===== config.mk =====
export PLATFORM = sky130hd
export DESIGN_NAME = button_conditioner
export DESIGN_NICKNAME = d
export VERILOG_FILES = /design/src/rtl/button_conditioner.sv
export SDC_FILE = /design/constraint.sdc
export NUM_CORES = 1
export LEC_CHECK = 0
export BUFFER_PORTS_ARGS = -buffer_cell sky130_fd_sc_hd__buf_2
export CAP_MARGIN = 10
export CORE_ASPECT_RATIO = 1.4
export CORE_UTILIZATION = 56
export DETAILED_ROUTE_END_ITERATION = 8
export GPL_TIMING_DRIVEN = 0
export HOLD_SLACK_MARGIN = 0.06
export PLACE_DENSITY = 0.77
export SETUP_SLACK_MARGIN = 0.15
export SLEW_MARGIN = 20
export SYNTH_ARGS = -nofsm -noshare
export SYNTH_HDL_FRONTEND = slang
export SYNTH_SLANG_ARGS = --single-unit
export TNS_END_PERCENT = 100

===== constraint.sdc =====
create_clock -name clk -period 1.6 [get_ports clk]
set_clock_uncertainty 0.1 [all_clocks]
set_input_delay 0.16 -clock clk [delete_from_list [all_inputs] [get_ports clk]]
set_output_delay 0.16 -clock clk [all_outputs]
set_load 0.02 [all_outputs]

===== src/rtl/button_conditioner.sv =====
// Four-button debouncer with press/release pulses; auto-repeat presses are
// added when BUTTON_AUTO_REPEAT_EN is defined.
module button_conditioner #(
  parameter int unsigned DEBOUNCE_MS     = 10,
  parameter int unsigned REPEAT_DELAY_MS = 400,
  parameter int unsigned REPEAT_RATE_MS  = 100
) (
  input  logic       clk,
  input  logic       reset,
  input  logic       tick_1ms,
  input  logic [3:0] btn_raw,
  output logic [3:0] btn_level,
  output logic [3:0] btn_press,
  output logic [3:0] btn_release,
  output logic       any_press
);

  localparam int unsigned CW = $clog2(DEBOUNCE_MS);
  localparam logic [CW-1:0] CNT_MAX = CW'(DEBOUNCE_MS - 1);

  logic [3:0]         sync1_q, sync2_q;
  logic [3:0][CW-1:0] cnt_q, cnt_d;
  logic [3:0]         level_q, level_d;
  logic [3:0]         press_q, press_d;
  logic [3:0]         release_q, release_d;
  logic               any_q, any_d;
  logic [3:0]         rep_d;

`ifdef BUTTON_AUTO_REPEAT_EN
  localparam int unsigned RW = $clog2(REPEAT_DELAY_MS + 1);
  localparam logic [RW-1:0] RPT_LAST   = RW'(REPEAT_DELAY_MS - 1);
  localparam logic [RW-1:0] RPT_RELOAD = RW'(REPEAT_DELAY_MS - REPEAT_RATE_MS);

  logic [3:0][RW-1:0] rpt_q, rpt_d;
`endif

  always_comb begin
    cnt_d   = cnt_q;
    level_d = level_q;
    for (int unsigned i = 0; i < 4; i++) begin
      if (sync2_q[i] == level_q[i]) begin
        cnt_d[i] = '0;
      end else if (tick_1ms) begin
        if (cnt_q[i] == CNT_MAX) begin
          level_d[i] = sync2_q[i];
          cnt_d[i]   = '0;
        end else begin
          cnt_d[i] = cnt_q[i] + CW'(1);
        end
      end
    end
  end

  always_comb begin
    rep_d = '0;
`ifdef BUTTON_AUTO_REPEAT_EN
    rpt_d = rpt_q;
    // Reloading to DELAY-RATE makes every later repeat land RATE ticks apart.
    for (int unsigned i = 0; i < 4; i++) begin
      if ((level_d[i] != level_q[i]) || !level_q[i]) begin
        rpt_d[i] = '0;
      end else if (tick_1ms) begin
        if (rpt_q[i] == RPT_LAST) begin
          rep_d[i] = 1'b1;
          rpt_d[i] = RPT_RELOAD;
        end else begin
          rpt_d[i] = rpt_q[i] + RW'(1);
        end
      end
    end
`endif
    press_d   = (level_d & ~level_q) | rep_d;
    release_d = ~level_d & level_q;
    any_d     = |press_d;
  end

  always_ff @(posedge clk or negedge reset) begin
    if (!reset) begin
      sync1_q   <= '0;
      sync2_q   <= '0;
      cnt_q     <= '0;
      level_q   <= '0;
      press_q   <= '0;
      release_q <= '0;
      any_q     <= 1'b0;
`ifdef BUTTON_AUTO_REPEAT_EN
      rpt_q     <= '0;
`endif
    end else begin
      sync1_q   <= btn_raw;
      sync2_q   <= sync1_q;
      cnt_q     <= cnt_d;
      level_q   <= level_d;
      press_q   <= press_d;
      release_q <= release_d;
      any_q     <= any_d;
`ifdef BUTTON_AUTO_REPEAT_EN
      rpt_q     <= rpt_d;
`endif
    end
  end

  assign btn_level   = level_q;
  assign btn_press   = press_q;
  assign btn_release = release_q;
  assign any_press   = any_q;

endmodule


==> impl_metrics.csv, run 1 <==
group,metric,value,unit
grt,maximum_number_of_pins_on_one_net_before_global_route_repair,38,
power_and_ir_drop,p_per_area,855.0,nW/um^2
drt,detail_route.drc_violations,0,
clocking,cts_buffers,5,
logic_synthesis,syn_avg_cell_area,11.67,um^2
timing,totalNegativeSetupSlack,0,ns
drt,via_per_inst,5.518,
logic_synthesis,synth.yosys.warnings,0,
die,die_height,66.14,um
logic_synthesis,synth_top_cell_by_area,"sky130_fd_sc_hd__dfrtp_1",
logic_synthesis,syn_area,1645,um^2
placement,placement.io_buffers,18,
logic_synthesis,synth_edf_count,0,
timing,grt_setup_unrepaired,"yes",
clocking,clock_latency,0.35,ns
die,start_util,0.6099,
grt,global_route.peak_usage_layer,"met2",
die,die_w,47.81,um
die,dieArea,3162,um^2
drt,drtPass1Iterations,4,
logic_synthesis,syn_inst,141,
die,coreArea,2698,um^2
grt,met3_usage,0.06557,
final_layout,layout_common_cells,"sky130_fd_sc_hd__dfrtp_1 (36), sky130_fd_sc_hd__buf_2 (20), sky130_fd_sc_hd__buf_4 (19), sky130_fd_sc_hd__a21oi_1 (11)",
timing,report.final.slew_viol_count,0,
logic_synthesis,yosys.area.top_type_share,0.5627,
critical_path,critPathLaunchType,"flip-flop",
logic_synthesis,postSynth.asyncResetShare,1.000,
drt,wire_per_inst,14.99,um
final_layout,num-nets-final,204,
drt,num_vias,1258,
clocking,clockBufferDepth,2,
final_layout,layout.cells.most_common,"sky130_fd_sc_hd__dfrtp_1",
final_layout,area_delta_synth_final,29.66,%
clocking,clkSlewWorstSetupHoldPaths,0.10,ns
critical_path,cp_data_required_time,1.73,ns
grt,grt_usage,0.2371,
timing,fmaxAchievable,0.6712,GHz
final_layout,finalInstanceArea,2133,um^2
placement,routabilityCongestion,0.8365,
min_path,timing.hold.worst.start,"tick_1ms",
grt,initial_antenna_violation_count,0,
logic_synthesis,synth-seq-area-share,0.5627,
power_and_ir_drop,worst_ir_drop_vdd,0.0006156,V
grt,grt.met2_usage,0.3868,
critical_path,cp_max_fo,3,
drt,postRouteWirelength,3417,um
clocking,ctsRootBufferMaster,"sky130_fd_sc_hd__clkbuf_4",
timing,maxSlewHeadroom,0.4745,
final_layout,num_antenna_cells,0,
final_layout,ratio_of_cells_with_drive_above_1_in_the_final_layout,0.3490,
die,std_cell_rows,22,
logic_synthesis,postSynthNetCount,154,
critical_path,arrival_time_worst_endpoint,1.62,ns
die,design.portCount,20,
timing,worst_pin_slew,0.7883,ns
clocking,clock_tree_from_tritoncts,"yes",
timing,period_share,0.9312,
grt,grt_use_met1,0.2897,
timing,finalHoldViolations,0,
placement,dpl-instance-area,1790,um^2
min_path,hold_path.class,"in2reg",
grt,first_global_vias,1195,
status,status,"finished clean",
critical_path,endpoint_kind,"flip-flop",
placement,hpwl,2041,um
timing,timing.final.crit_period,1.490,ns
logic_synthesis,synth_cell_type_count,27,
clocking,clock_sink_count,37,
logic_synthesis,synthFlopType,"sky130_fd_sc_hd__dfrtp_1",
grt,globalRouteOverflowTotal,0,
critical_path,criticalPathCategory,"reg2reg",
timing,setup_violations,0,
critical_path,r2r_start,"cnt_q[14]",
flow_run,maxCapViolations,0,
grt,first_pass_grt_wire_length,5154,um
logic_synthesis,ys_top_cells_by_area,"sky130_fd_sc_hd__dfrtp_1 (56%), sky130_fd_sc_hd__ha_1 (4.6%), sky130_fd_sc_hd__a21oi_1 (4.3%), sky130_fd_sc_hd__nand3b_1 (4.1%), sky130_fd_sc_hd__nand2b_1 (3.4%)",
clocking,htree_num_levels,2,
drt,route.antenna.remaining_nets,0,
drt,dr.first_iter.drc_count,45,
critical_path,timing.critical_path.from,"cnt_q[14]",
power_and_ir_drop,static_leakage,1.004,nW
logic_synthesis,synth_seq_cells,37,
-- layout make-up --
type,instances,area [um^2]
Sequential cell,37,927.1
Clock buffer,7,55.05
Inverter,4,15.01
Tap cell,36,45.04
Fill cell,192,564.3
Clock inverter,1,30.03
Multi-Input combinational cell,97,744.5
Timing Repair Buffer,43,295.3
Buffer,3,21.27
-- cells in the mapped netlist (all sizes together) (5+ instances only) --
cell type	number
a21oi	14
dfrtp	37
ha	6
nand2	11
nand2b	9
nand3b	9
nor2	5
o21ai	8
or3b	5
xnor2	5
-- critical path: stages (launching register included) --
cell and delay (ns):
sky130_fd_sc_hd__dfrtp_1 0.43, sky130_fd_sc_hd__nor2b_4 0.14, sky130_fd_sc_hd__or3b_4 0.41, sky130_fd_sc_hd__mux2_4 0.30
-- registers in the layout, summed over array words and instances (netlist names) --
name	flops
any_press	1
btn_level	4
btn_press	4
btn_release	4
cnt_q	16
sync1_q	4
sync2_q	4
-- cell families (layout without fill, tap and decap cells) --
group / count (synthesis) / after routing / synth area share
fa+ha+maj: 6 / 6 / 0.04563
simple gates: 54 / 54 / 0.2175
xor+xnor: 6 / 6 / 0.03194
compound gates: 27 / 27 / 0.09050
mux: 4 / 4 / 0.02965
buf+inv: 7 / 58 / 0.02205
flops: 37 / 37 / 0.5627
-- routing by layer --
metal | up-vias | wire (um)
met5 | - | 0
met4 | 0 | 53
met3 | 6 | 117
met2 | 29 | 1720
met1 | 629 | 1524
li1 | 594 | -
-- report_power, final --
| part | switching (mW) | internal (mW) | total, mW |
|---|---|---|---|
| clock | 0.298 | 0.373 | 0.671 |
| combinational | 0.0834 | 0.0834 | 0.167 |
| sequential | 0.0248 | 0.961 | 0.986 |
-- worst paths after layout --
| check | endpoint | slack (ns) | cells after the start |
|---|---|---|---|
| setup reg to reg | btn_level[3] | 0.11 | 3 |
| min in group asynchronous | cnt_q[8] | 0.32 | 2 |
| setup / recovery | btn_level[3] | 0.11 | 3 |
| hold reg to reg | sync2_q[1] | 0.26 | 0 |
| hold / removal | cnt_q[2] | 0.08 | 4 |
| max in group asynchronous | cnt_q[12] | 0.53 | 2 |
-- stage by stage --
stage	instances	worst slack [ns]	utilization	hold slack, ns	power [mW]
final	228	0.1101	0.7908	0.07703	1.824
after global routing	228	0.06865	0.7908	0.08627	1.914
after CTS	225	0.1273	0.7653	0.06185	1.819
after detailed placement	195	0.04378	0.6637	0.1694	1.115
after global placement	195	0.1007	0.6637	0.1699	1.108
after floorplan	141	0.1487	-	-0.2356	1.068
-- timing repair --
item	4_1_cts	5_1_grt
pin swaps	0	4
hold buffers	6	0
resized for setup	3	11
hold endpoints to repair	42	0
setup endpoints to repair	6	9
buffers inserted	16	3
Note: power is estimated with default switching activity, not from simulation.
==> run 2, diff against run 1 <==
--- a/config.mk
+++ b/config.mk
@@ -5,11 +5,11 @@
 export SDC_FILE = /design/constraint.sdc
 export NUM_CORES = 1
 export LEC_CHECK = 0
-export BUFFER_PORTS_ARGS = -buffer_cell sky130_fd_sc_hd__buf_2
 export CAP_MARGIN = 10
 export CORE_ASPECT_RATIO = 1.4
-export CORE_UTILIZATION = 56
+export CORE_UTILIZATION = 61
 export DETAILED_ROUTE_END_ITERATION = 8
+export DONT_BUFFER_PORTS = 1
 export GPL_TIMING_DRIVEN = 0
 export HOLD_SLACK_MARGIN = 0.06
 export PLACE_DENSITY = 0.77
==> impl_metrics.csv, run 2 (synthesis results as in run 1) <==
group,metric,value,unit
status,status,"finished clean",
clocking,clockBufferDepth,2,
placement,hpwl,1971,um
final_layout,layout.cells.most_common,"sky130_fd_sc_hd__dfrtp_1",
final_layout,top_register_by_number_of_flip_flops,"cnt_q",
final_layout,largest_register_ff_count,16,
grt,grt_usage,0.2800,
clocking,cts_buffers,5,
flow_run,maxCapViolations,0,
critical_path,timing.critical_path.from,"cnt_q[8]",
grt,maximum_number_of_pins_on_one_net_before_global_route_repair,38,
clocking,ctsRootBufferMaster,"sky130_fd_sc_hd__clkbuf_4",
timing,worst_pin_slew,0.4345,ns
critical_path,endpoint_kind,"flip-flop",
min_path,timing.hold.worst.start,"tick_1ms",
die,dieArea,2912,um^2
timing,period_share,0.9430,
die,die_height,63.45,um
final_layout,area_delta_synth_final,27.15,%
grt,first_pass_grt_wire_length,5768,um
drt,wire_per_inst,17.41,um
power_and_ir_drop,static_leakage,0.9418,nW
timing,timing.final.crit_period,1.509,ns
clocking,clkSlewWorstSetupHoldPaths,0.11,ns
placement,dp_worst_setup_slack,0.03071,ns
timing,setup_violations,0,
die,die_w,45.90,um
min_path,hold_path.class,"in2reg",
grt,initial_antenna_violation_count,0,
placement,routabilityCongestion,0.8475,
critical_path,cp_max_fo,2,
clocking,clock_sink_count,37,
drt,drtPass1Iterations,4,
final_layout,num-nets-final,189,
power_and_ir_drop,p_per_area,879.3,nW/um^2
drt,num_vias,1246,
power_and_ir_drop,worst_ir_drop_vdd,0.0009050,V
timing,report.final.slew_viol_count,0,
critical_path,critPathLaunchType,"flip-flop",
timing,grt_setup_unrepaired,"yes",
final_layout,layout_common_cells,"sky130_fd_sc_hd__dfrtp_1 (37), sky130_fd_sc_hd__buf_4 (20), sky130_fd_sc_hd__nand2_1 (10), sky130_fd_sc_hd__a21oi_1 (10)",
timing,fmaxAchievable,0.6628,GHz
drt,detail_route.drc_violations,0,
critical_path,r2r_start,"cnt_q[8]",
drt,postRouteWirelength,3674,um
drt,via_per_inst,5.905,
clocking,clock_latency,0.34,ns
die,design.portCount,20,
critical_path,arrival_time_worst_endpoint,1.69,ns
timing,finalHoldViolations,0,
final_layout,num_antenna_cells,0,
final_layout,ratio_of_cells_with_drive_above_1_in_the_final_layout,0.3051,
clocking,htree_num_levels,2,
drt,route.antenna.remaining_nets,0,
power_and_ir_drop,finalPower,1.840,mW
die,start_util,0.6662,
grt,first_global_vias,1299,
critical_path,cp_data_required_time,1.78,ns
timing,totalNegativeSetupSlack,0,ns
drt,dr.first_iter.drc_count,53,
placement,placement.io_buffers,0,
die,std_cell_rows,21,
die,coreArea,2470,um^2
timing,postLayoutSetupSlackWorst,0.09120,ns
clocking,clock_tree_from_tritoncts,"yes",
timing,maxSlewHeadroom,0.7083,
critical_path,criticalPathCategory,"reg2reg",
grt,globalRouteOverflowTotal,0,
## run 2: cell types whose count changed in the layout (fill, tap and decap cells not counted), sizes merged
cell,previous run,this run
buf,40,25
## run 2: final timing paths
kind                                  end  slack [ns]  cells past startpoint
setup / recovery                cnt_q[10]        0.09                      5
hold / removal                  cnt_q[10]         0.1                      4
setup reg to reg                cnt_q[10]        0.09                      5
hold reg to reg                sync2_q[1]        0.26                      0
max in group asynchronous      sync2_q[1]        1.03                      2
min in group asynchronous  btn_release[0]        0.19                      2
## run 2: final cells by class
type	instances	area, um^2
buffer	3	21.27
tap	34	42.54
multi-input combinational	97	758.2
clock buffer	7	55.05
inverter	4	15.01
fill	141	377.9
sequential	37	925.9
timing repair buffer	28	244.0
clock inverter	1	30.03
## run 2: worst max-delay path, cell delays in order, from the launching register on
cell and delay (ns):
sky130_fd_sc_hd__dfrtp_1 0.41, sky130_fd_sc_hd__buf_4 0.14, sky130_fd_sc_hd__ha_1 0.15, sky130_fd_sc_hd__nand2_1 0.07
sky130_fd_sc_hd__or3b_2 0.45, sky130_fd_sc_hd__a21oi_2 0.12
## run 2: through the flow
stage,util,cells,hold WS (ns),area (um^2)
global route,0.8470,211,0.08773,2092
global placement,0.6874,175,-0.2349,1698
detailed placement,0.6874,175,-0.2348,1698
finish,0.8470,211,0.09505,2092
CTS,0.8126,208,0.06916,2007
floorplan,-,141,-0.2356,1655
## run 2: timing repair
item	in CTS	in global routing
endpoints found under the setup margin	7	12
hold buffers	7	0
hold endpoints to repair	42	0
resized for setup	3	15
pin swaps	2	2
setup buffers	18	3
## run 2: power by group
group | internal, mW | leakage, nW | switching, mW
clock | 0.373 | 0.0455 | 0.298
combinational | 0.0905 | 0.403 | 0.0912
sequential | 0.960 | 0.493 | 0.0258
total | 1.42 | 0.942 | 0.415
## run 2: layer usage
metal,share of wire,global-route usage
met1,0.39,0.3340
met2,0.53,0.4454
met3,0.046,0.06590
met4,0.028,0.1544
met5,0,0
==> run 3, diff against run 2 <==
--- a/config.mk
+++ b/config.mk
@@ -7,12 +7,12 @@
 export LEC_CHECK = 0
 export CAP_MARGIN = 10
 export CORE_ASPECT_RATIO = 1.4
-export CORE_UTILIZATION = 61
+export CORE_UTILIZATION = 45
 export DETAILED_ROUTE_END_ITERATION = 8
 export DONT_BUFFER_PORTS = 1
 export GPL_TIMING_DRIVEN = 0
 export HOLD_SLACK_MARGIN = 0.06
-export PLACE_DENSITY = 0.77
+export PLACE_DENSITY = 0.6
 export SETUP_SLACK_MARGIN = 0.15
 export SLEW_MARGIN = 20
 export SYNTH_ARGS = -nofsm -noshare
==> constraint.sdc (replaced) <==
create_clock -name clk -period 1.47 [get_ports clk]
set_clock_uncertainty 0.1 [all_clocks]
set_input_delay 0.147 -clock clk [delete_from_list [all_inputs] [get_ports clk]]
set_output_delay 0.147 -clock clk [all_outputs]
set_load 0.02 [all_outputs]
==> impl_metrics.csv, run 3 (synthesis results as in run 1) <==
group,metric,value,unit
die,dieArea,3906,um^2
critical_path,cp_max_fo,4,
flow_run,maxCapViolations,0,
timing,finalHoldViolations,0,
grt,globalRouteOverflowTotal,0,
placement,hpwl,2038,um
critical_path,rrSetupSlack,-0.005,ns
drt,dr.first_iter.drc_count,16,
clocking,clockBufferDepth,2,
critical_path,crit_end,"btn_level[3]",
critical_path,cp.depth,3,
timing,setup_violations,1,
timing,worst_pin_slew,0.4229,ns
grt,first_pass_grt_wire_length,5533,um
critical_path,criticalPathCategory,"reg2reg",
final_layout,area_delta_synth_final,29.43,%
status,status,"complete, but fails checks",
timing,timing.final.crit_period,1.475,ns
status,violations,"negative setup slack",
critical_path,reg2regPathDepth,3,
power_and_ir_drop,p_per_area,1013,nW/um^2
critical_path,timing.critical_path.max_delay_family,"simple AND/OR/NAND/NOR gates",
critical_path,r2r_start,"cnt_q[14]",
final_layout,top_register_by_number_of_flip_flops,"cnt_q",
timing,fmaxAchievable,0.6780,GHz
critical_path,cp_data_required_time,1.54,ns
grt,maximum_number_of_pins_on_one_net_before_global_route_repair,38,
final_layout,layout.cells.most_common,"sky130_fd_sc_hd__dfrtp_1",
grt,initial_antenna_violation_count,0,
final_layout,layout_filler_cell_count,286,
timing,maxSlewHeadroom,0.7160,
critical_path,timing.critical_path.from,"cnt_q[14]",
timing,grt_setup_unrepaired,"yes",
clocking,clock_tree_from_tritoncts,"yes",
die,die_height,73.55,um
drt,num_vias,1203,
power_and_ir_drop,static_leakage,0.9376,nW
clocking,htree_num_levels,2,
clocking,clock_sink_count,37,
critical_path,crit_chain,"nor2b_2, or3b_4, mux2_4",
critical_path,capturing_point_of_the_worst_reg2reg_path,"btn_level[3]",
die,design.portCount,20,
final_layout,largest_register_ff_count,16,
power_and_ir_drop,worst_ir_drop_vdd,0.0007963,V
die,die_w,53.11,um
drt,route.antenna.remaining_nets,0,
drt,detail_route.drc_violations,0,
grt,first_global_vias,1195,
critical_path,arrival_time_worst_endpoint,1.55,ns
critical_path,critPathLaunchType,"flip-flop",
die,std_cell_rows,25,
timing,fin_hold_ws,0.1344,ns
final_layout,finalInstanceArea,2130,um^2
placement,dpl-instance-area,1713,um^2
final_layout,ratio_of_cells_with_drive_above_1_in_the_final_layout,0.3468,
timing,totalNegativeSetupSlack,-0.004978,ns
clocking,clock_latency,0.29,ns
critical_path,cpMaxStageDelayCell,"sky130_fd_sc_hd__dfrtp_1",
drt,drtPass1Iterations,6,
clocking,cts_buffers,5,
drt,via_per_inst,5.648,
drt,postRouteWirelength,3476,um
placement,dp_worst_setup_slack,-0.09536,ns
timing,report.final.slew_viol_count,0,
final_layout,num_antenna_cells,0,
timing,postLayoutSetupSlackWorst,-0.004978,ns
critical_path,worst-path-buf-inv,0,
drt,wire_per_inst,16.32,um
critical_path,critical_path.max_stage_delay,0.42,ns
final_layout,layout_common_cells,"sky130_fd_sc_hd__dfrtp_1 (36), sky130_fd_sc_hd__buf_4 (17), sky130_fd_sc_hd__nand2b_1 (9), sky130_fd_sc_hd__nand2_1 (9), sky130_fd_sc_hd__nand3b_1 (9)",
clocking,clkSlewWorstSetupHoldPaths,0.07,ns
die,start_util,0.4782,
die,coreArea,3441,um^2
clocking,ctsRootBufferMaster,"sky130_fd_sc_hd__clkbuf_8",
final_layout,num-nets-final,185,
placement,routabilityCongestion,0.7936,
placement,placement.io_buffers,0,
critical_path,endpoint_kind,"flip-flop",
min_path,hold_path.class,"in2reg",
timing,period_share,1.003,
grt,grt_usage,0.2003,
==> run 3: changes by cell type in the layout (fill, tap and decap cells not counted), moves of 3 or more <==
cell                       delta
sky130_fd_sc_hd__clkbuf_4     -5
sky130_fd_sc_hd__o21ai_0      -3
sky130_fd_sc_hd__buf_4        -3
sky130_fd_sc_hd__clkbuf_8     +5
==> run 3: worst min-delay path, stage by stage <==
cell,delay (ns)
sky130_fd_sc_hd__buf_6,0.13
sky130_fd_sc_hd__nand2_2,0.08
sky130_fd_sc_hd__nand2_1,0.08
sky130_fd_sc_hd__a21oi_2,0.05
==> run 3: worst min path at each step <==
stage              from         to  slack, ns  cells after the start
3_3_place_gp      reset   cnt_q[2]      -0.25                      0
6_report       tick_1ms  cnt_q[10]       0.13                      4
2_1_floorplan     reset  any_press      -0.25                      0
3_5_place_dp      reset   cnt_q[2]      -0.25                      0
5_1_grt        tick_1ms  cnt_q[13]       0.15                      4
4_1_cts        tick_1ms  cnt_q[13]       0.11                      4
==> run 3: routing by layer <==
metal / global-route usage / wire length, um / vias up
li1: - / - / 553
met1: 0.2310 / 1376 / 614
met2: 0.3263 / 1880 / 29
met3: 0.06418 / 144 / 7
met4: 0.1023 / 74 / 0
met5: 0 / 0 / -
==> run 3: through the flow <==
step,util,power (mW),cells
floorplan,-,1.163,141
global placement,0.4978,1.182,181
detailed placement,0.4978,1.188,181
CTS,0.5964,2.153,211
global route,0.6189,2.256,213
finish,0.6189,2.158,213
==> run 3: area by class of cell <==
| class | instances | area (um^2) | area share |
|---|---|---|---|
| Clock inverter | 1 | 30.03 | 0.01410 |
| Clock buffer | 7 | 86.33 | 0.04054 |
| Sequential cell | 37 | 927.1 | 0.4354 |
| Multi-Input combinational cell | 97 | 790.8 | 0.3713 |
| Buffer | 3 | 21.27 | 0.009988 |
| Inverter | 4 | 15.01 | 0.007051 |
| Tap cell | 40 | 50.05 | 0.02350 |
| Timing Repair Buffer | 24 | 209.0 | 0.09812 |
==> run 3: repair_timing <==
action                                 4_1_cts  5_1_grt
resized for setup                           11       17
setup endpoints to repair                   13       22
endpoints found under the hold margin       41        0
buffers inserted                            16        2
hold buffers                                 6        0
pin swaps                                    7        9
==> run 3: power by group <==
group | internal (mW) | switching [mW] | total, mW
Combinational | 0.0879 | 0.0888 | 0.177
Sequential | 1.05 | 0.0293 | 1.08
Clock | 0.553 | 0.353 | 0.906
